$ cat src/rtl/clkdiv_ctrl_if.sv
// Divisor configuration channel: valid/ready offer of a new divisor plus a reject strobe.
interface clkdiv_ctrl_if #(
    parameter int unsigned WIDTH = 16
);
    logic             cfg_valid;
    logic [WIDTH-1:0] cfg_div;
    logic             cfg_ready;
    logic             cfg_err;

    modport master (
        output cfg_valid,
        output cfg_div,
        input  cfg_ready,
        input  cfg_err
    );

    modport slave (
        input  cfg_valid,
        input  cfg_div,
        output cfg_ready,
        output cfg_err
    );
endinterface

$ cat src/rtl/clkdiv_ctrl.sv
// Mod-N clock divider for the PWM datapath; new divisors are applied only at period
// boundaries so clk_out never emits a runt phase. tick marks the first cycle of each period.
module clkdiv_ctrl #(
    parameter int unsigned WIDTH       = 16,
    parameter int unsigned DEFAULT_DIV = 10
) (
    input  logic             clk,
    input  logic             rst_n,
    input  logic             enable,
    clkdiv_ctrl_if.slave     cfg,
    output logic             clk_out,
    output logic             tick,
    output logic [WIDTH-1:0] div_active,
    output logic             pending
);

    typedef enum logic [1:0] {
        IDLE,
        RUN,
        PEND
    } state_t;

    state_t           state_q, state_d;
    logic [WIDTH-1:0] cnt_q, cnt_d;
    logic [WIDTH-1:0] div_q, div_d;
    logic [WIDTH-1:0] pend_q, pend_d;
    logic             err_q, err_d;

    logic             ready;
    logic             xfer;
    logic             div_ok;
    logic             wrap;

    assign ready  = (state_q != PEND);
    assign xfer   = cfg.cfg_valid && ready;
    assign div_ok = (cfg.cfg_div >= WIDTH'(2));
    assign wrap   = (cnt_q == (div_q - WIDTH'(1)));

    always_ff @(posedge clk or negedge rst_n) begin
        if (!rst_n) begin
            state_q <= IDLE;
            cnt_q   <= '0;
            div_q   <= WIDTH'(DEFAULT_DIV);
            pend_q  <= '0;
            err_q   <= 1'b0;
        end else begin
            state_q <= state_d;
            cnt_q   <= cnt_d;
            div_q   <= div_d;
            pend_q  <= pend_d;
            err_q   <= err_d;
        end
    end

    always_comb begin
        state_d = state_q;
        cnt_d   = cnt_q;
        div_d   = div_q;
        pend_d  = pend_q;
        err_d   = xfer && !div_ok;

        case (state_q)
            IDLE: begin
                cnt_d = '0;
                if (xfer && div_ok) div_d = cfg.cfg_div;
                if (enable) state_d = RUN;
            end
            RUN: begin
                if (!enable) begin
                    // Parking: an offer accepted on this same edge goes straight into force.
                    state_d = IDLE;
                    cnt_d   = '0;
                    if (xfer && div_ok) div_d = cfg.cfg_div;
                end else if (wrap) begin
                    cnt_d = '0;
                    if (xfer && div_ok) div_d = cfg.cfg_div;
                end else begin
                    cnt_d = cnt_q + WIDTH'(1);
                    if (xfer && div_ok) begin
                        pend_d  = cfg.cfg_div;
                        state_d = PEND;
                    end
                end
            end
            PEND: begin
                if (!enable) begin
                    state_d = IDLE;
                    cnt_d   = '0;
                    div_d   = pend_q;
                end else if (wrap) begin
                    state_d = RUN;
                    cnt_d   = '0;
                    div_d   = pend_q;
                end else begin
                    cnt_d = cnt_q + WIDTH'(1);
                end
            end
            default: begin
                state_d = IDLE;
                cnt_d   = '0;
            end
        endcase
    end

    assign clk_out       = (state_q != IDLE) && (cnt_q < (div_q >> 1));
    assign tick          = (state_q != IDLE) && (cnt_q == '0);
    assign pending       = (state_q == PEND);
    assign div_active    = div_q;
    assign cfg.cfg_ready = ready;
    assign cfg.cfg_err   = err_q;

endmodule

$ cat src/flat_wrapper.sv
// flat-port wrapper written by rule: the top's interface ports become plain ports
module clkdiv_ctrl_flat 
#(
    parameter int unsigned WIDTH       = 16,
    parameter int unsigned DEFAULT_DIV = 10
)
  (clk, rst_n, enable, clk_out, tick, div_active, pending, cfg_cfg_valid, cfg_cfg_div, cfg_cfg_ready, cfg_cfg_err);
  clkdiv_ctrl_if #(.WIDTH(WIDTH)) cfg_i ();
  input  logic clk;
  input  logic rst_n;
  input  logic enable;
  output logic clk_out;
  output logic tick;
  output logic [WIDTH-1:0] div_active;
  output logic pending;
  input wire logic [$bits(cfg_i.cfg_valid)-1:0] cfg_cfg_valid;
  input wire logic [$bits(cfg_i.cfg_div)-1:0] cfg_cfg_div;
  output wire logic [$bits(cfg_i.cfg_ready)-1:0] cfg_cfg_ready;
  output wire logic [$bits(cfg_i.cfg_err)-1:0] cfg_cfg_err;
  assign cfg_i.cfg_valid = cfg_cfg_valid;
  assign cfg_i.cfg_div = cfg_cfg_div;
  assign cfg_cfg_ready = cfg_i.cfg_ready;
  assign cfg_cfg_err = cfg_i.cfg_err;
  clkdiv_ctrl #(.WIDTH(WIDTH), .DEFAULT_DIV(DEFAULT_DIV)) u_core (.clk(clk), .rst_n(rst_n), .enable(enable), .cfg(cfg_i), .clk_out(clk_out), .tick(tick), .div_active(div_active), .pending(pending));
endmodule
$ cat config.mk
export PLATFORM = sky130hd
export DESIGN_NAME = clkdiv_ctrl_flat
export DESIGN_NICKNAME = d
export VERILOG_FILES = /design/src/rtl/clkdiv_ctrl_if.sv /design/src/rtl/clkdiv_ctrl.sv /design/src/flat_wrapper.sv
export SDC_FILE = /design/constraint.sdc
export NUM_CORES = 1
export LEC_CHECK = 0
export ABC_AREA = 1
export ABC_CLOCK_PERIOD_IN_PS = 5700
export CORE_MARGIN = 4
export CORE_UTILIZATION = 62
export DETAILED_ROUTE_END_ITERATION = 8
export HOLD_SLACK_MARGIN = 0.15
export PLACE_DENSITY = 0.87
export SLEW_MARGIN = 20
export SYNTH_ARGS = -nofsm -noshare
export SYNTH_HDL_FRONTEND = slang
export SYNTH_SLANG_ARGS = --single-unit
export TNS_END_PERCENT = 20
$ cat constraint.sdc
create_clock -name clk -period 5.7 [get_ports clk]
set_input_delay 0.57 -clock clk [delete_from_list [all_inputs] [get_ports clk]]
set_output_delay 0.57 -clock clk [all_outputs]
set_load 0.01 [all_outputs]
==> results_dict.tcl <==
set metrics [dict create \
    arrival_ns 2.46 \
    combPwrFrac_pct 54.6 \
    root_buffer "clkbuf_8" \
    synth-compound-area-share_pct 7.96 \
    firstDrtPassIters 5 \
    die-area_um2 7230 \
    drv_slew 0 \
    critPathMaxFanout 7 \
    post_synth_and_or_nand_nor_area_fraction_pct 35.9 \
    overflow 0 \
    grt_max_degree 52 \
    busiest_layer "met2" \
    r2r_cells 14 \
    syn_avg_cell_area_um2 6.94 \
    worst_ep_required_time_ns 5.13 \
    synth-main-ff-cell "dfrtp_1" \
    cellPowerDensity_nw_per_um2 441 \
    cts_resized 0 \
    wire_per_inst_um 13.3 \
    synth_xor_area_share_pct 4.76 \
    synth-seq-cells 51 \
    syn_nets 571 \
    intPower_mw 0.977 \
    tns_ns 0 \
    drive_gt1_share_pct 4.96 \
    multi_input_area_um2 2050 \
    antenna_found_initial 0 \
    grt_use_total_pct 25.1 \
    critPathSlowestCell "clkdlybuf4s50_1" \
    grt_use_met2_pct 41.6 \
    startpoint_type "register" \
    seqCellArea_um2 1280 \
    cp_cell_sequence "ha_1, a21oi_1, o21ai_0, a2111oi_0, nand2_1, nor2_1, clkdlybuf4s50_1" \
    numCtsBuffers 5 \
    setup_ws_ns 2.67 \
    p_leak_nw 2.07 \
    synth.cell_area_um2 3680 \
    clock.fmax_ghz 0.330 \
    ys_types 35 \
    drv_cap 0 \
    clockBufferDepth 2 \
    setup_viol 0 \
    yosysTopAreaCell "dfrtp_1" \
    ir_drop_mv 0.264 \
    dieHeight_um 85.0 \
    tightest_slew_ns 0.998 \
    cp.buffers_inverters 1 \
    pin_count 41 \
    synthArstFlopShare_pct 100 \
    max_slew_margin_pct 33.4 \
    hpwlAfterDp_um 6740 \
    critPathKind "reg2out" \
    synth-seq-area-share_pct 34.8 \
    ant_nets 0 \
    status "completed" \
    netlist_top_cells_area "dfrtp_1 (33%), nand2_1 (17%), ha_1 (7.1%), inv_1 (6.9%), nand3_1 (5.9%)" \
    hold_viol 0 \
    grt_util_met3_pct 3.59 \
    p_sw_mw 0.857 \
    synth_edf_count 0 \
    post-cts-setup-buffers 0 \
    cts_sinks 51 \
    rrSetupSlack_ns 3.02 \
    rows 27 \
    synth_top_area_share_pct 33.3 \
    critPathMaxStageDelay_ns 0.54 \
    clkPwrFrac_pct 11.2 \
    syn_inst 530 \
    stdcell_count 636 \
    cts_tree "built" \
    synth_mux_area_share_pct 0 \
    gp_congestion 0.968 \
    regToRegEndpoint "u_core.pend_q[7]$_DFFE_PN0P_" \
    grt_pass1_wl_um 14900 \
    grtUsageMet1_pct 32.8 \
    drc 0 \
    synth_warnings 0 \
    dp_slack_ns 2.99 \
    fin_skew_ns 0.0119 \
    rsz0062_at_grt "no" \
    io_buffers 40 \
    drtIter0Drc 263 \
    clk_pin_slew_ns 0.10 \
    syn2layout_area_growth_pct 13.2 \
    cts_max_level 2 \
    diodes 0 \
    critical_path.endpoint_type "primary output" \
    postCtsHoldBufs 0 \
    core_um2 5640 \
    fin_crit_sh_pct 53.2 \
    initial_core_util_pct 65.2 \
    switching_share_pct 46.7 \
    share_seq_of_total_power_pct 34.1 \
    grt_pass1_vias 3421 \
    drt_wl_total_um 8460 \
    totalPowerFinal_mw 1.83 \
    vias 3500 \
    hold_class "in2async" \
    insertion_delay_ns 0.31 \
    dpl.cell_count 628 \
    avgViaCountPerCell 5.50 \
    synth_top_family_by_area "simple AND/OR/NAND/NOR gates" \
    fill_cells 443 \
    synthAdderAreaFrac_pct 7.15 \
    min_period_ns 3.03 \
    crit_start "u_core.cnt_q[9]$_DFF_PN0_" \
    cp_top_family "compound AO/OA/AOI/OAI gates" \
    r2r_start "u_core.div_active[1]$_DFFE_PN1P_" \
    die_w_um 85.0 \
    finalNetCount 604 \
]
worst max path at each step:
stage	endpoint	slack [ns]	cells past startpoint
5_1_grt	clk_out	2.47	8
4_1_cts	clk_out	2.64	9
2_1_floorplan	clk_out	3.54	7
3_5_place_dp	clk_out	2.99	9
6_report	clk_out	2.67	7
3_3_place_gp	clk_out	3.02	9
worst register-to-register path: stages (launching register included):
cell and delay (ns):
dfstp_2 0.59, inv_1 0.06, ha_1 0.29, inv_1 0.05
nand2_1 0.05, nand2_1 0.05, nor2_1 0.19, nand3_1 0.11
nor2_1 0.14, nand3_1 0.08, nor2_1 0.12, nand2_1 0.18
nand3_2 0.45, nand2_1 0.12, o21ai_1 0.11
per-stage QoR:
stage / utilization (%) / area, µm² / hold slack (ns)
finish: 73.8 / 4160 / 0.372
global route: 73.8 / 4160 / 0.429
CTS: 73.8 / 4160 / 0.396
detailed placement: 72.3 / 4080 / 0.477
global placement: 72.3 / 4080 / 0.471
floorplan: - / 3680 / 0.274
cell usage after synthesis (all sizes together), types with 8 or more instances:
master and instances:
ha 21, nor3 8, nor4 8, inv 68, nand3 44, o21ai 38
nand2 172, nor2 58, dfrtp 49, a21oi 10, buf 9, xor2 9
xnor2 11
placed cells by master, fill, tap and decap left out, types with 2 or more instances in the layout:
master / n
a21oi_1: 10
clkbuf_8: 5
clkdlybuf4s50_1: 39
dfrtp_1: 49
dfstp_2: 2
ha_1: 21
inv_1: 68
nand2_1: 169
nand2_2: 2
nand3_1: 43
nand3b_1: 3
nand4_1: 7
nor2_1: 50
nor2_2: 4
nor2_4: 4
nor3_1: 6
nor3_2: 2
nor4_1: 8
o21ai_0: 20
o21ai_1: 16
xnor2_1: 11
xor2_1: 9
kinds of logic after synthesis:
logic type,after synthesis
XOR/XNOR,20
adder cells (fa/ha/maj),21
buffers and inverters,83
AO/OA/AOI/OAI,53
flip-flops,51
AND/OR/NAND/NOR,302
per-layer routing:
| layer | wire length (µm) | part of all wire (%) |
|---|---|---|
| met1 | 3770 | 45 |
| met2 | 4000 | 47 |
| met3 | 409 | 4.8 |
| met4 | 276 | 3.3 |
| met5 | 0 | 0 |
state kept, by name (all words and copies together) (netlist names):
| name | cells |
|---|---|
| u_core.cfg.cfg_err | 1 |
| u_core.cnt_q | 16 |
| u_core.div_active | 16 |
| u_core.pend_q | 16 |
| u_core.state_q | 2 |
area by class of cell:
cell class | instances | area share (%)
inverters | 68 | 6.13
flip-flops and latches | 51 | 30.7
well taps | 72 | 2.16
repair buffers | 41 | 9.68
multi-input cells | 396 | 49.3
clock buffers | 6 | 1.74
clock inverters | 2 | 0.300
power by group through the flow:
stage               Combinational (mW)  Sequential (mW)  Clock [mW]
floorplan                        0.695            0.619           0
global placement                 0.973            0.619           0
detailed placement                1.00            0.631           0
CTS                               1.01            0.624       0.208
global route                      1.15            0.648       0.227
finish                            1.00            0.626       0.206
(Power assumes the default switching activity.)
